### src/rtl/hazard_flush_ctrl_pkg.sv
// Shared constants, types and helpers for the pipeline hazard/flush controller.
package hazard_flush_ctrl_pkg;

  // PC source selection driven to the fetch stage.
  localparam logic [1:0] PC_SEL_NORMAL = 2'd0;
  localparam logic [1:0] PC_SEL_EXC    = 2'd1;
  localparam logic [1:0] PC_SEL_ERET   = 2'd2;

  // Exception handler entry point selected by PC_SEL_EXC.
  localparam logic [31:0] EXC_VECTOR = 32'h0000_4180;

  // Default HI/LO unit latencies and post-flush recovery window.
  localparam int MULT_LAT_DEF    = 5;
  localparam int DIV_LAT_DEF     = 10;
  localparam int RECOVER_CYC_DEF = 1;

  // Tuse encoding meaning "operand not read by this instruction".
  localparam logic [1:0] TUSE_NONE = 2'd3;

  // Flush sequencer states.
  typedef enum logic {
    ST_IDLE,
    ST_RECOVER
  } flush_state_t;

  // True when a source register read in D collides with an in-flight producer
  // in E or M whose result will not be ready before D needs it.
  function automatic logic raw_hit(
    input logic [4:0] src,
    input logic [1:0] tuse,
    input logic [4:0] wa_e,
    input logic [1:0] tnew_e,
    input logic [4:0] wa_m,
    input logic [1:0] tnew_m
  );
    logic hit_e;
    logic hit_m;
    hit_e = (src == wa_e) && (tuse < tnew_e);
    hit_m = (src == wa_m) && (tuse < tnew_m);
    return (src != 5'd0) && (tuse != TUSE_NONE) && (hit_e || hit_m);
  endfunction

endpackage

### src/rtl/hazard_flush_ctrl_md_busy_counter.sv
// Busy tracker for the multi-cycle mult/div unit: counts down the remaining
// busy cycles and suppresses a start that coincides with a pipeline flush.
module md_busy_counter
  import hazard_flush_ctrl_pkg::*;
#(
  parameter int MULT_LAT = MULT_LAT_DEF,
  parameter int DIV_LAT  = DIV_LAT_DEF
) (
  input  logic clk,
  input  logic rst,
  input  logic md_startE,
  input  logic md_divE,
  input  logic flush_now,
  output logic md_busy,
  output logic md_start_ok
);

  localparam int CW = $clog2(DIV_LAT + 1);
  localparam logic [CW-1:0] MULT_LOAD = CW'(MULT_LAT - 1);
  localparam logic [CW-1:0] DIV_LOAD  = CW'(DIV_LAT - 1);

  logic [CW-1:0] md_cnt;

  // A start squashed by a flush never reaches the unit; outputs stay quiet in reset.
  assign md_start_ok = rst && md_startE && !flush_now;
  assign md_busy     = md_start_ok || (md_cnt != '0);

  // Load the remaining busy cycles on a start, otherwise count down to zero and hold.
  // A running count is deliberately not cleared by a flush: its instruction is older than M.
  always_ff @(posedge clk or negedge rst) begin
    // NOTE: sequential state uses non-blocking assignments so every register
    // samples pre-edge values regardless of block ordering.
    if (!rst) begin
      md_cnt <= '0;
    end else if (md_start_ok) begin
      md_cnt <= md_divE ? DIV_LOAD : MULT_LOAD;
    end else if (md_cnt != '0) begin
      md_cnt <= md_cnt - 1'b1;
    end
  end

endmodule

### src/rtl/hazard_flush_ctrl.sv
// Central pipeline controller: RAW and HI/LO stalls, bubble insertion, and
// exception/eret flush-and-redirect sequencing for the five-stage core.
module hazard_flush_ctrl
  import hazard_flush_ctrl_pkg::*;
#(
  parameter int MULT_LAT    = MULT_LAT_DEF,
  parameter int DIV_LAT     = DIV_LAT_DEF,
  parameter int RECOVER_CYC = RECOVER_CYC_DEF
) (
  input  logic       clk,
  input  logic       rst,
  input  logic [4:0] rsD,
  input  logic [4:0] rtD,
  input  logic [1:0] tuse_rsD,
  input  logic [1:0] tuse_rtD,
  input  logic [4:0] waE,
  input  logic [1:0] tnewE,
  input  logic [4:0] waM,
  input  logic [1:0] tnewM,
  input  logic       mdD,
  input  logic       md_startE,
  input  logic       md_divE,
  input  logic       excM,
  input  logic       eretM,
  output logic       stall,
  output logic       clrE,
  output logic       DEMWclr,
  output logic [1:0] pc_sel,
  output logic       md_busy,
  output logic       md_start_ok
);

  localparam logic [1:0] REC_LOAD = 2'(RECOVER_CYC - 1);

  flush_state_t state;
  logic [1:0]   rec_cnt;
  logic         flush_now;
  logic         stall_rs;
  logic         stall_rt;
  logic         stall_md;

  md_busy_counter #(
    .MULT_LAT (MULT_LAT),
    .DIV_LAT  (DIV_LAT)
  ) u_md_busy_counter (
    .clk         (clk),
    .rst         (rst),
    .md_startE   (md_startE),
    .md_divE     (md_divE),
    .flush_now   (flush_now),
    .md_busy     (md_busy),
    .md_start_ok (md_start_ok)
  );

  // A flush is accepted only outside the recovery window and never while in reset.
  always_comb begin
    // NOTE: every signal driven here gets a value on every path, so no latch
    // is inferred.
    flush_now = 1'b0;
    if (rst && (state == ST_IDLE)) begin
      flush_now = excM || eretM;
    end
  end

  // Hazard detection and output priority: a flush overrides any stall request.
  always_comb begin
    stall_rs = raw_hit(rsD, tuse_rsD, waE, tnewE, waM, tnewM);
    stall_rt = raw_hit(rtD, tuse_rtD, waE, tnewE, waM, tnewM);
    stall_md = mdD && md_busy;

    DEMWclr = flush_now;
    pc_sel  = PC_SEL_NORMAL;
    if (flush_now) begin
      pc_sel = excM ? PC_SEL_EXC : PC_SEL_ERET;
    end

    stall = rst && !flush_now && (stall_rs || stall_rt || stall_md);
    clrE  = stall;
  end

  // Flush sequencer: after a redirect, ignore excM/eretM for RECOVER_CYC cycles.
  always_ff @(posedge clk or negedge rst) begin
    if (!rst) begin
      state   <= ST_IDLE;
      rec_cnt <= '0;
    end else begin
      case (state)
        ST_IDLE: begin
          if (flush_now) begin
            state   <= ST_RECOVER;
            rec_cnt <= REC_LOAD;
          end
        end
        ST_RECOVER: begin
          if (rec_cnt == 2'd0) begin
            state <= ST_IDLE;
          end else begin
            rec_cnt <= rec_cnt - 2'd1;
          end
        end
        default: begin
          state   <= ST_IDLE;
          rec_cnt <= '0;
        end
      endcase
    end
  end

endmodule

### config.mk
export PLATFORM = sky130hd
export DESIGN_NAME = hazard_flush_ctrl
export DESIGN_NICKNAME = d
export VERILOG_FILES = /design/src/rtl/hazard_flush_ctrl_pkg.sv /design/src/rtl/hazard_flush_ctrl_md_busy_counter.sv /design/src/rtl/hazard_flush_ctrl.sv
export SDC_FILE = /design/constraint.sdc
export NUM_CORES = 1
export LEC_CHECK = 0
export CAP_MARGIN = 20
export CORE_MARGIN = 2
export CORE_UTILIZATION = 41
export DETAILED_ROUTE_END_ITERATION = 16
export HOLD_SLACK_MARGIN = 0.03
export PLACE_DENSITY = 0.94
export SLEW_MARGIN = 10
export SYNTH_ARGS = -nofsm -noshare
export SYNTH_HDL_FRONTEND = slang
export SYNTH_SLANG_ARGS = --single-unit
### constraint.sdc
create_clock -name clk -period 5.16 [get_ports clk]
set_input_delay 1.032 -clock clk [delete_from_list [all_inputs] [get_ports clk]]
set_output_delay 1.032 -clock clk [all_outputs]
set_load 0.05 [all_outputs]
### Word-level counts from Yosys, hierarchy flattened

Index checks and enable logic that the tools add are counted.

* reduce and logical (&&, ||, !) cells: 27
* bitwise operators: 1
* multiplexer cells: 12
* add/subtract/negate cells: 2
* eq/ne operators: 8
* magnitude comparators: 4

Operators by type and width (count)
* equality test 5 bit: 4
* logical AND 1 bit: 14
* two-way mux 4 bit: 3
* nonzero test 5 bit: 2
* < comparator 2 bit: 4
* two-way mux 2 bit: 4
* logical OR 1 bit: 6
* inequality test 2 bit (second input constant): 3
* one-hot mux 2 bit (2 select lines): 1
* nonzero test 4 bit: 1
* subtractor 4 x 1 -> 4 bit (second input constant): 1
* two-way mux 1 bit: 3
* logical NOT 2 bit: 1
* inequality test 2 x 1 -> 1 bit (second input constant): 1
* one-hot mux 1 bit (2 select lines): 1
* AND reduction 2 bit: 1
* nonzero test 2 bit: 1
* subtractor 2 x 1 -> 2 bit (second input constant): 1
* logical NOT 1 bit: 1
* NOT 1 bit: 1

* flip-flop bits (word level): 7
* word-level logic and storage cells: 57

### Logic depth before layout (Yosys ltp)

* word-level depth: 9
* gate-level depth with buffers: 7
* depth with buffers taken out: 6

### Cells and area by module

From an unflattened synthesis, not the netlist that was laid out.

* cells, all modules: 93
* area, all modules: 803.3 um2

By module, submodules not included
* hazard_flush_ctrl: area each 543.0 um2, cells each 67, seq. area each 75.1 um2, instances 1
* md_busy_counter: area each 260.2 um2, cells each 26, seq. area each 100.1 um2, instances 1

### Worst setup path after synthesis

No wires, ideal clock.

* path kind: input to output
* start: input port tnewM[1]
* end: output port stall
* path buffers: 1
* arrival time: 2.643 ns
* slack: 1.485 ns
* cell stages on the path: 7
* required time: 4.128 ns
* cells stage by stage: inv_1 -> ha_1 -> a2111oi_0 -> nand4_1 -> o31ai_1 -> a221o_1 -> buf_4

* longest elaborated chain between the ends: 7
* elaborated cells between the ends (all ways): 11
* those cells by class: order compare (2); reduce/logical (9)

Ends and longest elaborated chain
* start: declaration: line hazard_flush_ctrl.sv:19 `input logic [1:0] tnewM,`
* < comparator 2 bit: line hazard_flush_ctrl_pkg.sv:39 `hit_m = (src == wa_m) && (tuse < tnew_m);`
* logical AND 1 bit: line hazard_flush_ctrl_pkg.sv:39
* logical OR 1 bit: line hazard_flush_ctrl_pkg.sv:40 `return (src != 5'd0) && (tuse != TUSE_NONE) && (hit_e || hit_m);`
* logical AND 1 bit: line hazard_flush_ctrl_pkg.sv:40
* logical OR 1 bit * (2 in series): line hazard_flush_ctrl.sv:77 `stall = rst && !flush_now && (stall_rs || stall_rt || stall_md);`
* logical AND 1 bit *: line hazard_flush_ctrl.sv:77
* end: declaration: line hazard_flush_ctrl.sv:25 `output logic stall,`

Mark *: on every way between the ends. The rest lies on a longest branch, timed or not.

### Final worst setup path

* start: input port tnewM[1]
* end: output port clrE

* longest elaborated chain between the ends: 7
* elaborated cells between the ends (all ways): 11
* those cells by class: order compare (2); reduce/logical (9)

Ends and longest elaborated chain
* < comparator 2 bit: line hazard_flush_ctrl_pkg.sv:39
* logical AND 1 bit: line hazard_flush_ctrl_pkg.sv:39
* logical OR 1 bit: line hazard_flush_ctrl_pkg.sv:40
* logical AND 1 bit: line hazard_flush_ctrl_pkg.sv:40
* logical OR 1 bit * (2 in series): line hazard_flush_ctrl.sv:77
* logical AND 1 bit *: line hazard_flush_ctrl.sv:77
* end: declaration: line hazard_flush_ctrl.sv:26 `output logic clrE,`

Marks and branches as above.

==> reports/qor.txt <==
Cell Chain, Critical Path = clkdlybuf4s50_1 -> inv_1 -> ha_1 -> a2111oi_0 -> nand4_1 -> o31ai_1 -> a221o_1 -> clkdlybuf4s50_1
GP Congestion = 0.846
syn_area_per_cell = 8.25 µm²
Vias = 838
Synth Area in Compound Gates = 15.7%
cts-stage hold buffer count = 0
die height = 47.3 µm
RSZ-0062 raised after global routing = false
Synth top area share = 22.8%
xor and xnor area share after synthesis = 25.1%
global route total overflow = 0
TritonCTS clock tree = yes
die area = 0.00223 mm²
post-route setup TNS = 0 ns
max-cap viol count = 0
WL/cell = 12.4 µm
Slew Limit Fails = 0
Critical R2R Capture = u_md_busy_counter.md_cnt[2]
CP Capture Type = output pin
Worst R2R Path Depth = 4
Post-DRT Antenna Nets = 0
largest family of logic cells by synthesized area = XOR/XNOR gates
Least-Margin Pin Slew = 0.503 ns
Final setup viols = 0
CP Data Required Time = 4.13 ns
Hold Path Sink = rec_cnt[0]
yosys warns = 0
Crit Path Max Fanout = 2
pwr/cell area = 241 mW/mm²
critical path's top delay family = buffers and inverters
top-count cell post-synth = xnor2_1
Mapped Cells = 93
buffers plus inverters on the worst setup path = 3
largest net degree at the start of global routing = 11
Critical-path top delay cell = clkdlybuf4s50_1
row cnt = 15
post-CTS setup buffers = 0
Synth async-reset ratio = 100%
Final Routed Wirelength = 2.00 mm
post-synthesis mux area share = 0%
Syn-to-layout area delta = 60.0%
Die X = 47.3 µm
Max VDD drop = 0.118 mV
Starting Density = 43.9%
number of synthesized flops with an enable pin = 0
Synth cell types = 27
nets@finish = 180
worst r2r src = state
I/O Pins = 42
Final Cell Area = 0.00123 mm²
status = completed
vias in the first global route = 783
initial antenna violation count = 0
cell taking the most area after synthesis = dfrtp_1
CP startpoint kind = primary input
simple-gate area share of the yosys netlist = 19.1%
drt first pass iters = 4
CTS max path bufs = 2
Antenna Cells = 0
final hold viol count = 0
Hold Path Class = reg -> reg
LEAKAGE = 0.506 nW
hold wc startpoint = rec_cnt[0]
H-tree Lvls = 1
flop2flop setup slack = 3.91 ns
CP dominant cell by count = clkdlybuf4s50_1
Worst path max stage delay = 0.81 ns
average vias per placed instance = 5.17
Synth Register Bits = 7
Num Clock Sinks = 7
Peak Freq = 221 MHz
fin crit share = 87.6%
first-pass GRT wire length = 2.97 mm
CTS clk-pin slew, worst paths = 0.05 ns
crit path DAT = 3.49 ns
critical path type = in -> out
Synth area leaders = dfrtp_1 23%, xnor2_1 15%, ha_1 11%, xor2_1 10%, inv_1 4.9%
Slew headroom = 66.4%
Iteration-0 DRC Markers = 12
IO Port Bufs = 41
Worst Hold Depth = 1
cts repair resizes = 0
DRC viols = 0
Clk Latency, worst-skew pair = 0.26 ns
list of most frequent post-synthesis cells = 13 x xnor2_1, 10 x inv_1, 9 x xor2_1, 7 x dfrtp_1, 7 x ha_1
HPWL Detailed = 1.80 mm
worst-case clock skew = 0.00558 ns
prevailing post-synth register cell = dfrtp_1
Post-Synth Adder-Cell Area = 11.4%
number of CTS-inserted buffers = 3
Final Critical Period = 4.52 ns
CTS root buffer = clkbuf_4
syn nets = 135
share of cells above drive strength 1 = 3.65%
sequential area share after synthesis = 22.8%
Total Routing Usage GR = 18.9%
core footprint = 0.00175 mm²
Syn Std Cell Area = 767 µm²
Placed Area = 0.00120 mm²
[flip-flops by register name, indices dropped and copies added (netlist names)]
signal,cells
rec_cnt,2
state,1
u_md_busy_counter.md_cnt,4
[placed cells by master, fill, tap and decap left out, types with 4 or more instances in the layout]
| cell | instances |
|---|---|
| nand2_1 | 4 |
| nand3_1 | 5 |
| clkdlybuf4s50_1 | 41 |
| xor2_1 | 9 |
| a21oi_1 | 5 |
| o21ai_0 | 5 |
| ha_1 | 7 |
| dfrtp_1 | 7 |
| nor2_1 | 5 |
| inv_1 | 10 |
| xnor2_1 | 13 |
[worst max path at each step]
stage | from | to | cells past startpoint
finish | tnewM[1] | clrE | 8
global placement | tnewM[1] | clrE | 8
floorplan | tnewM[1] | stall | 7
detailed placement | tnewM[1] | clrE | 8
CTS | tnewM[1] | clrE | 8
global route | tnewM[1] | stall | 8
[power breakdown]
group,switching (mW),total [mW],internal [mW]
combinational,0.0794,0.160,0.0806
clock,0.0213,0.0509,0.0296
sequential,0.0125,0.0854,0.0729
total,0.113,0.296,0.183
[metrics by stage]
step | hold slack, ns | instances | utilization, % | total power, mW | setup slack (ns)
final | 0.502 | 162 | 70.3 | 0.296 | 0.642
after global routing | 0.515 | 162 | 70.3 | 0.315 | 0.547
after CTS | 0.500 | 162 | 70.3 | 0.299 | 0.669
after detailed placement | 0.488 | 158 | 68.8 | 0.246 | 0.659
after global placement | 0.480 | 158 | 68.8 | 0.240 | 0.757
after floorplan | 0.459 | 93 | - | 0.186 | 1.48
[cell type report]
type	instances	area (µm²)
timing repair buffer	41	410
clock buffer	4	26.3
fill	135	518
multi-input combinational	75	547
inverter	10	37.5
sequential	7	175
tap	25	31.3
[layer usage]
metal | vias up | wire length, µm | GRT usage [%]
li1 | 415 | - | -
met1 | 373 | 737 | 18.5
met2 | 44 | 1040 | 36.2
met3 | 6 | 172 | 3.85
met4 | 0 | 55 | 10.6
met5 | - | 0 | 0
[cells by family (layout without fill, tap and decap cells)]
kind of cell | count (synthesis) | after routing
simple gates | 27 | 27
buf+inv | 11 | 55
fa+ha+maj | 7 | 7
compound gates | 19 | 19
flops | 7 | 7
xor+xnor | 22 | 22
(Power assumes the default switching activity.)
